===== config.mk =====
export PLATFORM = sky130hd
export DESIGN_NAME = t_cell_counter
export DESIGN_NICKNAME = d
export VERILOG_FILES = /design/src/rtl/t_cnt_pkg.sv /design/src/rtl/t_ff_cell.sv /design/src/rtl/t_cell_counter.sv
export SDC_FILE = /design/constraint.sdc
export NUM_CORES = 1
export LEC_CHECK = 0
export ABC_AREA = 1
export BUFFER_PORTS_ARGS = -buffer_cell sky130_fd_sc_hd__buf_2
export CAP_MARGIN = 20
export CORE_AREA = 2 2 39 41
export CTS_BUF_LIST = sky130_fd_sc_hd__clkbuf_4 sky130_fd_sc_hd__clkbuf_8
export DETAILED_ROUTE_END_ITERATION = 8
export DIE_AREA = 0 0 41 43
export PLACE_DENSITY = 0.6
export SYNTH_ARGS = -nofsm -noshare
export SYNTH_HDL_FRONTEND = slang
export SYNTH_SLANG_ARGS = --single-unit

===== constraint.sdc =====
create_clock -name clk -period 3.4 [get_ports clk]
set_input_delay 0.51 -clock clk [delete_from_list [all_inputs] [get_ports clk]]
set_output_delay 0.51 -clock clk [all_outputs]
set_load 0.05 [all_outputs]

===== src/rtl/t_cnt_pkg.sv =====
// t_cnt_pkg: shared constants and next-state helpers for t_cell_counter.
// Optional feature macro: T_CNT_DIR_EN (bidirectional counting).
package t_cnt_pkg;

    // Widest counter the helpers support; callers extend/truncate to WIDTH.
    localparam int unsigned CNT_MAX_W = 16;

    // Direction encodings for the up/down select.
    localparam logic DIR_UP   = 1'b1;
    localparam logic DIR_DOWN = 1'b0;

    // Next count value for an enabled cycle. Out-of-range states recover
    // to 0 when counting up and to modulus-1 when counting down.
    function automatic logic [CNT_MAX_W-1:0] next_count(
        input logic [CNT_MAX_W-1:0] q,
        input logic                 up,
        input int unsigned          modulus
    );
        int unsigned qv;
        int unsigned nv;
        qv = 32'(q);
        nv = 0;
        if (up == DIR_UP) begin
            if (qv >= modulus - 1) begin
                nv = 0;
            end else begin
                nv = qv + 1;
            end
        end else begin
            if ((qv == 0) || (qv >= modulus)) begin
                nv = modulus - 1;
            end else begin
                nv = qv - 1;
            end
        end
        return CNT_MAX_W'(nv);
    endfunction

    // Parallel-load value clamped into the legal count range.
    function automatic logic [CNT_MAX_W-1:0] clamp_load(
        input logic [CNT_MAX_W-1:0] val,
        input int unsigned          modulus
    );
        int unsigned vv;
        vv = 32'(val);
        if (vv >= modulus) begin
            vv = modulus - 1;
        end
        return CNT_MAX_W'(vv);
    endfunction

endpackage


===== src/rtl/t_ff_cell.sv =====
// t_ff_cell: single T-type storage cell with asynchronous active-high reset.
module t_ff_cell (
    input  logic clk,
    input  logic reset,
    input  logic t,
    output logic q
);

    logic q_q;
    logic q_d;

    // Toggle the stored bit whenever t is asserted.
    always_comb begin
        q_d = q_q ^ t;
    end

    // State register, cleared asynchronously by reset.
    always_ff @(posedge clk or posedge reset) begin
        if (reset) begin
            q_q <= 1'b0;
        end else begin
            q_q <= q_d;
        end
    end

    assign q = q_q;

endmodule


===== src/rtl/t_cell_counter.sv =====
// t_cell_counter: modulo-MODULUS counter built from WIDTH T cells.
// The top computes the next count, derives the per-bit toggle vector
// t_vec = q ^ next, and flags the wrapping cycle on tc.
// Optional feature macro: T_CNT_DIR_EN adds the up port and down counting.
module t_cell_counter
    import t_cnt_pkg::*;
#(
    parameter int unsigned WIDTH   = 4,
    parameter int unsigned MODULUS = 16
) (
    input  logic             clk,
    input  logic             reset,
    input  logic             en,
    input  logic             load,
    input  logic [WIDTH-1:0] load_val,
`ifdef T_CNT_DIR_EN
    input  logic             up,
`endif
    output logic [WIDTH-1:0] q,
    output logic [WIDTH-1:0] t_vec,
    output logic             tc
);

    localparam logic [WIDTH-1:0] MAX_VAL = WIDTH'(MODULUS - 1);

    logic             dir;
    logic [WIDTH-1:0] next_val;
    logic [WIDTH-1:0] wrap_val;

    // Direction select; fixed to up when bidirectional support is absent.
`ifdef T_CNT_DIR_EN
    always_comb begin
        dir = up;
    end
`else
    always_comb begin
        dir = DIR_UP;
    end
`endif

    // Next count with priority load > en > hold.
    always_comb begin
        next_val = q;
        if (load) begin
            next_val = WIDTH'(clamp_load(CNT_MAX_W'(load_val), MODULUS));
        end else if (en) begin
            next_val = WIDTH'(next_count(CNT_MAX_W'(q), dir, MODULUS));
        end
    end

    // Toggle vector and terminal count; both forced low while reset is held.
    always_comb begin
        wrap_val = (dir == DIR_UP) ? MAX_VAL : '0;
        if (reset) begin
            t_vec = '0;
            tc    = 1'b0;
        end else begin
            t_vec = q ^ next_val;
            tc    = en & ~load & (q == wrap_val);
        end
    end

    for (genvar i = 0; i < WIDTH; i++) begin : g_cell
        t_ff_cell u_cell (
            .clk   (clk),
            .reset (reset),
            .t     (t_vec[i]),
            .q     (q[i])
        );
    end

endmodule


==> summary by stage, run 1 <==
Status
The run finished with clean final reports.

Yosys
The number of warnings printed during yosys synthesis is 0. The synthesized design contains 4 register bits. The share of synthesized registers carrying an async set or reset is 100%. Synthesis produced 64 cells.

Synthesis instantiated 19 different standard cells from the library. The count of flip-flops with a built-in enable after synthesis is 0. Dividing the synthesized area by the synthesized cell count gives 6.73 um2.

The sequential cell area fraction in the yosys report is 23.3%. The netlist area before placement is 430 um2. For this run, the leading register cell type out of synthesis is sky130_fd_sc_hd__dfrtp_1.

The net count after synthesis is 73.

Route
The number of remaining DRC errors is 0. Using the TritonRoute via totals, the vias-per-cell ratio works out to 4.72. Wires add up to 883 um. The total number of vias is 425. For this run, the detailed router's first-pass iteration total came to 4.

In the final routed layout, each cell accounts on average for 9.81 um. The number of antenna-violating nets in the routed design is 0. The initial DRC count is 8.

Global route
The pin count of the biggest net entering global routing is 14. Summed over all layers, the global routing overflow is 0. The initial antenna violation count was 0.

The number of global-route vias before repair came to 334. The global-route wire length before repair is 1390 um. The met3 usage in global routing is 1.57%. The met1 track demand over resource is 15.9%. After global routing, the most crowded layer is met2. The global routing met2 resource utilization is 16.3%.

The global-route usage over all layers is 11.7%.

Clock tree
The post-cts hold buffer count is 0. The total of cells resized after clock tree synthesis is 0. TritonCTS built the clock tree. The buffer cell driving the clock tree root is sky130_fd_sc_hd__clkbuf_4. The clock sink total is 4.

The post-CTS clock slew at the launch and capture registers of the worst setup and hold paths is 0.04 ns. In this run the post-CTS setup repair buffer count came out at 0. CTS built an H-tree with a depth of 1. In this run the deepest clock path goes through 2 buffers. The clock latency on the worst-skew pair is 0.23 ns. The total clock buffers created by CTS is 3.

STA
Setup repair after global routing left no endpoint under its margin. On the final layout, the worst hold slack is 0.231 ns. The hold violation total from the final report is 0. The final worst clock skew is 0.00259 ns. After layout, the minimum clock period comes to 2.24 ns. The worst slew margin relative to its limit is 76.8%. Of the available clock period, the critical path in the final layout requires 65.8%. The number of pins with negative max-slew slack in the final report is 0. The setup TNS is 0 ns. Timing would allow up to 0.447 GHz.

For the pin with the worst max-slew slack, the measured transition is 0.345 ns. Setup violations remaining at the end of the flow were counted as 0.

Pwr
For this design the static power due to leakage is 0.260 nW. Power comes to 0.235 mW. Across the VDD grid, the largest voltage drop is 0.000154 V. In this run the power density over the cells is 489 nW/um2.

Finish
The post-route netlist has 32.4% of its cells at a drive strength greater than 1. The multi-input gate area in the final layout is 236 um2. The area growth from synthesis to layout is 11.9%.

The number of standard cells in the final layout excluding fillers is 90. Summing all flip-flop and latch instances after layout gives 100 um2. The final non-filler cell area is 482 um2.

The repair_antennas step left the layout with diodes totalling 0. The number of nets in the layout is 85. The number of fill cells in the layout is 157.

Place
The routability-driven placement congestion ratio is 0.737. The total placed cells including tap cells is 87. In this run the tool buffered the top-level ports with 16 buffer cells. Detailed placement finished with a half-perimeter wire length of 708 um.

The total placed instance area is 459 um2.

Setup path
The startpoint kind of the worst setup timing path is a flip-flop. Data on the critical path is required at its endpoint by 2.89 ns. The worst setup path is captured at a primary output.

For flop-to-flop paths, the worst setup slack is 2.08 ns. The timing endpoint of the critical path is t_vec[1]. Along the worst path, the maximum fanout reaches 6.

The arrival time reported for the critical path endpoint is 1.73 ns. The worst setup path is of the flip-flop to primary output kind. The number of cells traversed by the worst register-to-register path is 6.

Floorplan
The die is 41 um wide. The cell row count is 14. The core area is 1380 um2. The full die area is 1760 um2.

Measured along the y axis, the die boundary spans 43 um. Pin placement for this block handled 17 I/O pins. Once the floorplan was initialized, standard cells occupied 31.1% of the core.

Worst hold path
The worst hold path belongs to the class input port to asynchronous set/reset pin.

Job
Across the run, the number of max-cap violations was 0.
## synthesized netlist by cell type, types with 2 or more instances
cell | n | area, um2
sky130_fd_sc_hd__o21ai_0 | 4 | 20.0
sky130_fd_sc_hd__buf_4 | 8 | 60.1
sky130_fd_sc_hd__nand3_2 | 2 | 20.0
sky130_fd_sc_hd__dfrtp_1 | 4 | 100
sky130_fd_sc_hd__nor2_1 | 7 | 26.3
sky130_fd_sc_hd__xor2_1 | 2 | 17.5
sky130_fd_sc_hd__a21oi_1 | 3 | 15.0
sky130_fd_sc_hd__nand3_1 | 4 | 20.0
sky130_fd_sc_hd__nand2_1 | 16 | 60.1
sky130_fd_sc_hd__inv_1 | 5 | 18.8
## final cells by class
class / instances / area share [%]
multi-input cells: 45 / 49.1
clock buffers: 3 / 4.68
inverters: 6 / 4.68
well taps: 16 / 4.16
flip-flops and latches: 4 / 20.8
repair buffers: 16 / 16.6
## cell usage in the layout, fill, tap and decap left out, types with 2 or more instances in the layout
master	synthesis	routed
sky130_fd_sc_hd__nand3_1	4	4
sky130_fd_sc_hd__o21ai_0	4	4
sky130_fd_sc_hd__nor2_1	7	7
sky130_fd_sc_hd__nand3_2	2	2
sky130_fd_sc_hd__buf_2	0	16
sky130_fd_sc_hd__clkbuf_4	0	3
sky130_fd_sc_hd__xor2_1	2	2
sky130_fd_sc_hd__inv_1	5	5
sky130_fd_sc_hd__dfrtp_1	4	4
sky130_fd_sc_hd__a21oi_1	3	3
sky130_fd_sc_hd__nand2_1	16	16
## per-stage QoR
step	worst slack, ns	util, %
after CTS	1.15	34.8
final	1.16	34.8
after global placement	1.39	33.2
after global routing	1.05	34.8
after detailed placement	1.40	33.2
after floorplan	1.07	-
## routing by layer
layer,wire length [um],vias up
met5,0,-
met4,23,0
met3,47,5
met2,406,15
met1,405,185
li1,-,220
## kinds of logic after synthesis
logic type               after synthesis  share of synthesized area [%]
AO/OA/AOI/OAI                         10                           14.5
adder cells (fa/ha/maj)                1                           2.91
AND/OR/NAND/NOR                       32                           33.4
XOR/XNOR                               2                           4.07
buffers and inverters                 15                           21.8
flip-flops                             4                           23.3
## worst min-delay path by stage
stage / start / end / slack, ns / depth (start not counted)
after floorplan: reset / asynchronous set/reset pin / 0.30 / 1
after global placement: reset / asynchronous set/reset pin / 0.48 / 2
after detailed placement: reset / asynchronous set/reset pin / 0.48 / 2
after CTS: reset / asynchronous set/reset pin / 0.24 / 2
after global routing: reset / asynchronous set/reset pin / 0.25 / 2
final: reset / asynchronous set/reset pin / 0.23 / 2
## report_power, final
| part | internal, mW | switching [mW] |
|---|---|---|
| registers | 0.0543 | 0.00981 |
| logic | 0.0292 | 0.0829 |
| clock network | 0.0395 | 0.0196 |
| total | 0.123 | 0.112 |
## worst max-delay path, stage by stage (launching register included)
cell and delay [ns]:
sky130_fd_sc_hd__dfrtp_1 0.45, sky130_fd_sc_hd__ha_1 0.32, sky130_fd_sc_hd__nand2_1 0.06, sky130_fd_sc_hd__nand2_1 0.05
sky130_fd_sc_hd__o22ai_2 0.13, sky130_fd_sc_hd__o21ai_0 0.10, sky130_fd_sc_hd__a21oi_1 0.12, sky130_fd_sc_hd__buf_2 0.27
Note: power is estimated with default switching activity, not from simulation.
==> run 2, diff against run 1 <==
ABC_AREA = 0   (was 1)
PLACE_DENSITY = 0.62   (was 0.6)
clock period = 2.3 ns   (was 3.4 ns; I/O delays follow)
==> run 2 against run 1 <==
Against the previous run:
- synthesized cell count decreased by 14%
- clock skew decreased by 0.0020 ns
- register-to-register slack got worse by 1.2 ns
- utilization increased by 1.9 points
- critical path depth decreased by 3
- clock-buffer cell count unchanged
- largest power group unchanged
==> summary by stage, run 2 <==
Finish
The number of nets in the layout is 75. The top cell types in the final layout, fill and taps aside, are sky130_fd_sc_hd__buf_2, sky130_fd_sc_hd__o21ai_0, sky130_fd_sc_hd__nand2_1. Cells with a size suffix above 1 make up 37.5% of the layout. 0 antenna diodes ended up in the layout. Compared with the post-synthesis result, the final layout area differs by 10.3%. At the end of the flow the core is filled with cells to 36.7%. The number of standard cells in the final layout excluding fillers is 80. The most common cell after layout, fill and taps aside is sky130_fd_sc_hd__buf_2.

After routing the design area is 508 um2.

STA
Setup repair after global routing left no endpoint under its margin. Adding up every negative setup slack in the final design gives 0 ns. In this run the tightest slew margin relative to its limit is 80.6%. The number of pins with negative max-slew slack in the final report is 0. The maximum operating frequency is 0.475 GHz. Setup violations remaining at the end of the flow were counted as 0. The hold violation total from the final report is 0. For the final database, setup skew stands at 0.000584 ns. Subtracting the final worst setup slack from the clock period gives 2.10 ns.

The minimum hold slack is 0.127 ns. At the pin with the least slew margin, the transition time is 0.291 ns. The portion of the clock cycle consumed by the worst path in the final layout is 91.5%.

Yosys
The share of synthesized cell area in full adder, half adder and majority cells is 2.72%. The count of flip-flops with a built-in enable after synthesis is 0. The number of distinct library cells after synthesis is 27. The multiplexer area fraction after synthesis is 0%. The net count after synthesis is 64. Dividing the synthesized area by the synthesized cell count gives 8.37 um2. By area the synthesized netlist is led by sky130_fd_sc_hd__dfrtp_1, sky130_fd_sc_hd__buf_4, sky130_fd_sc_hd__a2bb2oi_2, sky130_fd_sc_hd__o21ai_0, sky130_fd_sc_hd__nand2_1. The most used flip-flop cell after synthesis is sky130_fd_sc_hd__dfrtp_1. The library cell with the largest summed area after synthesis is sky130_fd_sc_hd__dfrtp_1. The synthesized-area fraction occupied by ao, oa, aoi and oai cells is 33.7%.

The netlist area before placement is 460 um2. For this run, the register share of the synthesized area comes to 21.7%. In the synthesized netlist, the cells that appear most often are sky130_fd_sc_hd__buf_4, sky130_fd_sc_hd__nand2_1, sky130_fd_sc_hd__o21ai_0, sky130_fd_sc_hd__dfrtp_1, sky130_fd_sc_hd__inv_1.

Synthesis inferred 4 register bits. In the synthesized netlist, the number of instances is 55. The XOR/XNOR share of the synthesized area is 5.71%. The fraction of the mapped netlist area in simple logic gates is 16.6%. The dominant combinational cell family by area after synthesis is compound AO/OA/AOI/OAI gates.

By instance count, the leading cell after synthesis is sky130_fd_sc_hd__buf_4. The top cell type by area accounts for 21.7% of the synthesized area. After synthesis, the share of flip-flops with an asynchronous set or reset is 100%. The number of warnings printed during yosys synthesis is 0.

Clock tree
The TritonCTS clock tree is yes. The number of hold buffers added after CTS was 0. The total of cells resized after clock tree synthesis is 0. The clock latency on the worst-skew pair is 0.24 ns. The post-CTS clock slew at the launch and capture registers of the worst setup and hold paths is 0.04 ns.

The clock drives 4 sinks. The H-tree depth is 1. The root buffer cell chosen for the clock tree is sky130_fd_sc_hd__clkbuf_4. In this run the post-CTS setup repair buffer count came out at 0.

The largest buffer count on any clock path is 2. TritonCTS created 3 clock buffers.

Pwr
The maximum vdd ir drop is 0.000218 V. The relative contribution of combinational cells to total power is 48.6%. The clock network fraction of total power is 23.1%. The static leakage is 0.238 nW. In this run, flip-flops and latches consume 28.3% of the power. Cell internal power was estimated by the tool at 0.204 mW. Net switching is 46.7% of the power. In this run the power density over the cells is 753 nW/um2. The analysis attributes to net switching a power of 0.178 mW.

Route
The number of antenna-violating nets in the routed design is 0. Using the TritonRoute via totals, the vias-per-cell ratio works out to 5.20. The per-cell routed wire length is 12.3 um.

The initial DRC count is 11. Before antenna repair, the detailed router went through 4 iterations. The total number of vias is 416. In the routed design, unresolved DRC markers number 0. The routed wire length is 980 um.

Setup path
The highest fanout seen on the critical path is 9. The kind of end point of the critical path is a primary output. Counting cells, the worst reg-to-reg path comes to 4. The startpoint kind of the worst setup timing path is a flip-flop.

The critical path required time is 1.96 ns. The arrival time reported for the critical path endpoint is 1.76 ns. The start-to-end type of the worst setup path is flip-flop to primary output.

In this run the register-to-register setup slack is 0.92 ns.

Floorplan
The floorplan step defined a die boundary enclosing 1760 um2. During I/O placement, the number of pins put on the boundary was 17. In this run the vertical extent of the chip is 43 um. The floorplan step defined a core boundary enclosing 1380 um2. The cell row count is 14. In this run the horizontal extent of the chip is 41 um. For this configuration, the core starts out at a cell density of 33.3%.

Place
The congestion estimate from routability-driven global placement came to 0.691. The number of placed instances, taps included, is 77. During placement, the flow inserted port buffers numbering 16.

Once detailed placement completed, the half-perimeter wirelength came to 753 um. After detailed placement, the total cell area comes to 485 um2.

Global route
The initial antenna violation count is 0. The first global-routing pass estimated 1500 um of wire. The number of global-route vias before repair came to 343.

The leftover overflow at the end of global routing is 0. Entering global routing, the biggest net connects 15 pins. Global routing used 13.2% of the available tracks across all layers.

Job
Max-cap violations in this run came to 0.

Status
The flow ran to the end, and the final reports show no timing, DRC or antenna violations.

Worst hold path
The type of the worst min-delay path is input port to asynchronous set/reset pin.
-- run 2: cell count changes after synthesis, sizes merged, moves of 2 or more --
cell     before  now
nand2        17    5
nand3         6    2
a32oi         0    2
xnor2         0    2
nor2          7    1
a211oi        0    3
a2bb2oi       0    2
-- run 2: power by group through the flow --
stage,combinational [mW],clock (mW),sequential (mW)
2_1_floorplan,0.178,0,0.103
3_3_place_gp,0.186,0,0.108
3_5_place_dp,0.188,0,0.109
4_1_cts,0.188,0.0937,0.108
5_1_grt,0.200,0.0982,0.111
6_report,0.186,0.0881,0.108
-- run 2: worst max-delay path by stage --
stage	to	slack (ns)	cells after the start
2_1_floorplan	tc	0.09	3
3_3_place_gp	t_vec[1]	0.47	4
3_5_place_dp	t_vec[1]	0.45	4
4_1_cts	t_vec[1]	0.18	4
5_1_grt	t_vec[3]	0.07	5
6_report	t_vec[1]	0.20	4
-- run 2: metal layers --
metal | GRT usage, % | part of all wire, % | vias to the layer above
met3 | 4.71 | 5.2 | 0
met2 | 18.4 | 51 | 9
met1 | 16.7 | 44 | 194
met4 | 8.00 | 0 | 0
met5 | 0 | 0 | -
li1 | - | - | 213
-- run 2: final cells by class --
class	count	area [um2]
Sequential cell	4	100
Tap cell	16	20.0
Timing Repair Buffer	16	80.1
Fill cell	160	876
Clock buffer	3	22.5
Inverter	4	15.0
Multi-Input combinational cell	37	270
-- run 2: critical path, cell delays in order (launching register included) --
cell                        delay, ns
sky130_fd_sc_hd__dfrtp_1         0.46
sky130_fd_sc_hd__ha_1            0.37
sky130_fd_sc_hd__a2bb2oi_2       0.18
sky130_fd_sc_hd__a211oi_2        0.22
sky130_fd_sc_hd__buf_2           0.29
-- run 2: logic make-up (layout without fill, tap and decap cells) --
group                    Yosys count  after routing
flip-flops                         4              4
buffers and inverters             14             23
AND/OR/NAND/NOR                   13             13
XOR/XNOR                           3              3
AO/OA/AOI/OAI                     20             20
adder cells (fa/ha/maj)            1              1
-- run 2: stage by stage --
| step | setup WS (ns) | power, mW |
|---|---|---|
| 2_1_floorplan | 0.0877 | 0.281 |
| 3_3_place_gp | 0.474 | 0.294 |
| 3_5_place_dp | 0.449 | 0.296 |
| 4_1_cts | 0.182 | 0.389 |
| 5_1_grt | 0.0721 | 0.409 |
| 6_report | 0.196 | 0.382 |
